==> src/rtl/cpu_run_ctrl.sv <==
// Reset/run controller for the mipscpu core: stretched CPU reset, clock enable, run modes and cycle counter.
// All outputs are registered; a start/step sampled at edge t takes effect on cpu_ce_o from cycle t+1.
module cpu_run_ctrl #(
    parameter int unsigned RESET_CYCLES = 2,
    parameter int unsigned CNT_W        = 32
) (
    input  logic             clk_i,
    input  logic             reset_i,
    input  logic             soft_rst_i,
    input  logic [1:0]       mode_i,
    input  logic             start_i,
    input  logic             step_i,
    input  logic             stop_i,
    input  logic             halt_req_i,
    input  logic [CNT_W-1:0] run_len_i,
    input  logic             clr_count_i,
    output logic             cpu_rst_o,
    output logic             cpu_ce_o,
    output logic [CNT_W-1:0] cycle_count_o,
    output logic             busy_o,
    output logic             done_o,
    output logic [2:0]       state_o
);

    localparam int unsigned    HW        = (RESET_CYCLES > 1) ? $clog2(RESET_CYCLES) : 1;
    localparam logic [HW-1:0]  HOLD_LAST = HW'(RESET_CYCLES - 1);

    typedef enum logic [2:0] {
        S_HOLD = 3'd0,
        S_IDLE = 3'd1,
        S_RUN  = 3'd2,
        S_HALT = 3'd3
    } state_t;

    state_t           state_q, state_d;
    logic [HW-1:0]    hold_q, hold_d;
    logic [CNT_W-1:0] rem_q, rem_d;
    logic [CNT_W-1:0] cnt_q, cnt_d;
    logic             budget_q, budget_d;
    logic             ce_q, ce_d;
    logic             rst_q, busy_q, done_q;

    always_comb begin
        state_d  = state_q;
        hold_d   = hold_q;
        rem_d    = rem_q;
        budget_d = budget_q;
        ce_d     = 1'b0;
        case (state_q)
            S_HOLD: begin
                if (hold_q == HOLD_LAST) begin
                    state_d = S_IDLE;
                    hold_d  = '0;
                end else begin
                    hold_d = hold_q + 1'b1;
                end
            end
            S_IDLE, S_HALT: begin
                // halt_req/stop outrank start and step, so a pending halt blocks a restart
                if (!halt_req_i && !stop_i) begin
                    if (start_i && mode_i != 2'd2) begin
                        budget_d = (mode_i == 2'd1);
                        rem_d    = run_len_i;
                        if (mode_i == 2'd1 && run_len_i == '0) begin
                            state_d = S_HALT;
                        end else begin
                            state_d = S_RUN;
                            ce_d    = 1'b1;
                        end
                    end else if (step_i && mode_i == 2'd2 && state_q == S_IDLE) begin
                        ce_d = 1'b1;
                    end
                end
            end
            S_RUN: begin
                if (halt_req_i || stop_i) begin
                    state_d = S_HALT;
                end else if (budget_q && rem_q == CNT_W'(1)) begin
                    state_d = S_HALT;
                    rem_d   = '0;
                end else begin
                    ce_d = 1'b1;
                    if (budget_q) begin
                        rem_d = rem_q - 1'b1;
                    end
                end
            end
            default: state_d = S_HOLD;
        endcase
        if (soft_rst_i) begin
            state_d  = S_HOLD;
            hold_d   = '0;
            rem_d    = '0;
            budget_d = 1'b0;
            ce_d     = 1'b0;
        end
    end

    always_comb begin
        cnt_d = cnt_q;
        if (ce_q && cnt_q != '1) begin
            cnt_d = cnt_q + 1'b1;
        end
        if (clr_count_i || soft_rst_i) begin
            cnt_d = '0;
        end
    end

    always_ff @(posedge clk_i) begin
        if (!reset_i) begin
            state_q  <= S_HOLD;
            hold_q   <= '0;
            rem_q    <= '0;
            budget_q <= 1'b0;
            cnt_q    <= '0;
            ce_q     <= 1'b0;
            rst_q    <= 1'b1;
            busy_q   <= 1'b0;
            done_q   <= 1'b0;
        end else begin
            state_q  <= state_d;
            hold_q   <= hold_d;
            rem_q    <= rem_d;
            budget_q <= budget_d;
            cnt_q    <= cnt_d;
            ce_q     <= ce_d;
            rst_q    <= (state_d == S_HOLD);
            busy_q   <= (state_d == S_RUN);
            done_q   <= (state_d == S_HALT);
        end
    end

    assign cpu_rst_o     = rst_q;
    assign cpu_ce_o      = ce_q;
    assign cycle_count_o = cnt_q;
    assign busy_o        = busy_q;
    assign done_o        = done_q;
    assign state_o       = state_q;

endmodule

==> config.mk <==
export PLATFORM = sky130hd
export DESIGN_NAME = cpu_run_ctrl
export DESIGN_NICKNAME = d
export VERILOG_FILES = /design/src/rtl/cpu_run_ctrl.sv
export SDC_FILE = /design/constraint.sdc
export NUM_CORES = 1
export LEC_CHECK = 0
export ABC_CLOCK_PERIOD_IN_PS = 2500
export CORE_ASPECT_RATIO = 2
export CORE_UTILIZATION = 40
export CTS_BUF_LIST = sky130_fd_sc_hd__clkbuf_4 sky130_fd_sc_hd__clkbuf_8 sky130_fd_sc_hd__clkbuf_16
export DETAILED_ROUTE_END_ITERATION = 7
export DONT_BUFFER_PORTS = 1
export SLEW_MARGIN = 10
export SYNTH_ARGS = -nofsm -noshare
export SYNTH_HDL_FRONTEND = slang
export SYNTH_SLANG_ARGS = --single-unit
==> constraint.sdc <==
create_clock -name clk_i -period 2.5 [get_ports clk_i]
set_clock_uncertainty 0.1 [all_clocks]
set_input_delay 0 -clock clk_i [delete_from_list [all_inputs] [get_ports clk_i]]
set_output_delay 0 -clock clk_i [all_outputs]
set_load 0.02 [all_outputs]
==> qor.yml <==
outcome: "finished clean"
dieArea_um2: 11580
cts_tree: "built"
async_reset_ff_share_pct: 0
routabilityCongestion: 0.9281
drtIter0Drc: 265
vias: 5023
hold_violations: 0
syn_area_um2: 4453
place.port_buffers: 0
cts_setup_buffers: 0
combPwrFrac_pct: 4.8
cts.sinks: 73
cts_root_buf: "clkbuf_16"
drc: 0
synth_cell_types: 67
n_antenna_cell: 0
coreArea_um2: 10880
overflow: 0
synth_edf_count: 0
seqPwrFrac_pct: 43.2
regToRegSetupSlack_ns: 0.11
area_delta_synth_final_pct: 30.18
ys_warn_count: 0
synth_nets: 602
postRouteAntennaNets: 0
drv_slew: 0
cts_buffers: 9
cp-start-kind: "register"
place_hpwl_um: 11770
syn_inst: 557
power_density_nw_per_um2: 466.4
synth_area_per_cell_um2: 7.995
setup_viol: 0
area.sequential_um2: 1461
fin_cells: 788
nets: 689
insertion_delay_ns: 0.33
layout_commonest_cell: "dfxtp_1"
floorplan.initialDensity_pct: 40.94
totalWireLength_um: 15830
grt_first_pass_wirelength_um: 24990
antenna_found_initial: 0
avgViaCountPerCell: 6.374
ir_drop_v: 0.0003107
dr.pass1.iters: 5
ios: 81
crit_fanout: 5
leakage_nw: 2.107
rsz0062_at_grt: "no"
fmax_ghz: 0.4182
grt_usage_pct: 27.91
cts.clk_slew.worst_paths_ns: 0.06
synth.largest_area_cell: "dfxtp_1"
routedWlPerCell_um: 20.09
synth_ff_type: "dfxtp_1"
hold_ws_ns: 0.01791
cp.required_ns: 2.61
arrival_ns: 2.51
dp_cells: 730
synth_top_area_share_pct: 32.82
period_minus_slack_ns: 2.391
timing_worst_slew_pin_value_ns: 0.5869
critPathCaptureType: "register"
die_height_um: 151.2
num-fill-cells: 1020
yosys_register_bits: 73
drive_gt1_share_pct: 17.28
swShare_pct: 21.27
relSlewSlack_pct: 60.51
fp.dieW_um: 76.61
synthTopCellsByArea: "dfxtp_1 (33%), nand2_1 (4.2%), nand3_1 (3.6%), nor4_1 (3.4%), or4_1 (3.4%)"
cellInternalPower_mw: 2.129
ys_seq_area_share_pct: 32.82
final_min_period_over_clock_period_pct: 95.65
h-tree-depth: 3
grt_max_degree: 28
crit_type: "reg -> reg"
final_cell_mix: "dfxtp_1 (73), buf_4 (66), nand2_1 (50), dlygate4sd3_1 (43), nor2_1 (35)"
switchingPower_mw: 0.5751
hp-class: "in -> reg"
cts.path.max_buffers: 2
multi_input_area_um2: 2838
maxCapViolCount: 0
clockPowerShare_pct: 52.0
tns_ns: 0
rows: 54
grt_pass1_vias: 5027
-- per-stage QoR --
step	setup slack, ns	area [um2]	total power, mW	utilization [%]
final	0.1087	5797	2.704	53.29
after global routing	0.01728	5797	2.791	53.29
after CTS	0.03894	5776	2.734	53.09
after detailed placement	0.1340	5026	1.265	46.20
after global placement	0.1645	5026	1.264	46.20
after floorplan	0.2290	4453	1.241	-
-- power by group through the flow --
| stage | clock network [mW] | registers [mW] | logic (mW) |
|---|---|---|---|
| 2_1_floorplan | 0 | 1.20 | 0.0460 |
| 3_3_place_gp | 0 | 1.19 | 0.0704 |
| 3_5_place_dp | 0 | 1.19 | 0.0713 |
| 4_1_cts | 1.44 | 1.17 | 0.128 |
| 5_1_grt | 1.49 | 1.17 | 0.138 |
| 6_report | 1.41 | 1.17 | 0.129 |
-- final cells by class --
| cell class | count | share of cell area (%) |
|---|---|---|
| repair buffers | 111 | 16.66 |
| well taps | 140 | 3.022 |
| inverters | 10 | 0.6475 |
| multi-input cells | 439 | 48.95 |
| flip-flops and latches | 73 | 25.21 |
| clock buffers | 10 | 4.123 |
| clock inverters | 5 | 1.381 |
-- layer usage --
| layer | up-vias | routed length (um) | GRT usage (%) | share of wire [%] |
|---|---|---|---|---|
| met2 | 220 | 8716 | 54.64 | 55 |
| met1 | 2373 | 5327 | 25.01 | 34 |
| met5 | - | 0 | 0 | 0 |
| li1 | 2370 | - | - | - |
| met3 | 60 | 799 | 4.639 | 5.0 |
| met4 | 0 | 989 | 21.44 | 6.2 |
-- synthesized netlist by cell type, drive strengths merged, types with 3 or more instances --
library cell,instances
dfxtp,73
nand2,50
nor2,35
nand3,33
clkbuf,31
a21oi,28
nor4,28
nand4,24
or3,23
or4,23
a31oi,20
nor3,19
o21ai,19
o31ai,14
a22oi,11
and3,11
mux2i,11
inv,10
and4,8
a222oi,7
a221oi,5
mux2,5
nand2b,5
nand3b,5
o22ai,5
buf,4
a211oi,3
a21o,3
a41o,3
and2,3
ha,3
nor3b,3
o21a,3
o311ai,3
or3b,3
-- registers in the layout, summed over array words and instances (netlist names) --
| register | count |
|---|---|
| rem_q | 32 |
| cpu_rst_o | 1 |
| cycle_count_o | 32 |
| budget_q | 1 |
| cpu_ce_o | 1 |
| done_o | 1 |
| busy_o | 1 |
| state_o | 3 |
| hold_q | 1 |
-- worst paths after layout --
path,startpoint,endpoint,cells after the start
max,rem_q[0]$_SDFFE_PP0P_,rem_q[6]$_SDFFE_PP0P_,7
min,start_i,done_o$_SDFF_PN0_,3
max reg2reg,rem_q[0]$_SDFFE_PP0P_,rem_q[6]$_SDFFE_PP0P_,7
min reg2reg,rem_q[31]$_SDFFE_PP0P_,rem_q[31]$_SDFFE_PP0P_,2
-- cell families after synthesis --
| family | count (synthesis) | synth area share (%) |
|---|---|---|
| AO/OA/AOI/OAI | 139 | 21.49 |
| flip-flops | 73 | 32.82 |
| buffers and inverters | 45 | 4.046 |
| multiplexers | 16 | 3.737 |
| AND/OR/NAND/NOR | 279 | 36.78 |
| adder cells (fa/ha/maj) | 3 | 0.8430 |
| other | 1 | 0.08421 |
| XOR/XNOR | 1 | 0.1967 |
-- critical path: stages, from the launching register on --
cell	delay [ns]
dfxtp_1	0.36
inv_1	0.12
ha_1	0.22
or3b_2	0.51
or3_1	0.33
mux2_2	0.27
a222oi_1	0.30
nor2_1	0.07
-- timing repair --
| item | in CTS | in global routing |
|---|---|---|
| hold buffers | 43 | 0 |
| endpoints found under the hold margin | 50 | 0 |
| gates resized for setup | 0 | 4 |
| setup endpoints to repair | 0 | 4 |
Note: power is estimated with default switching activity, not from simulation.
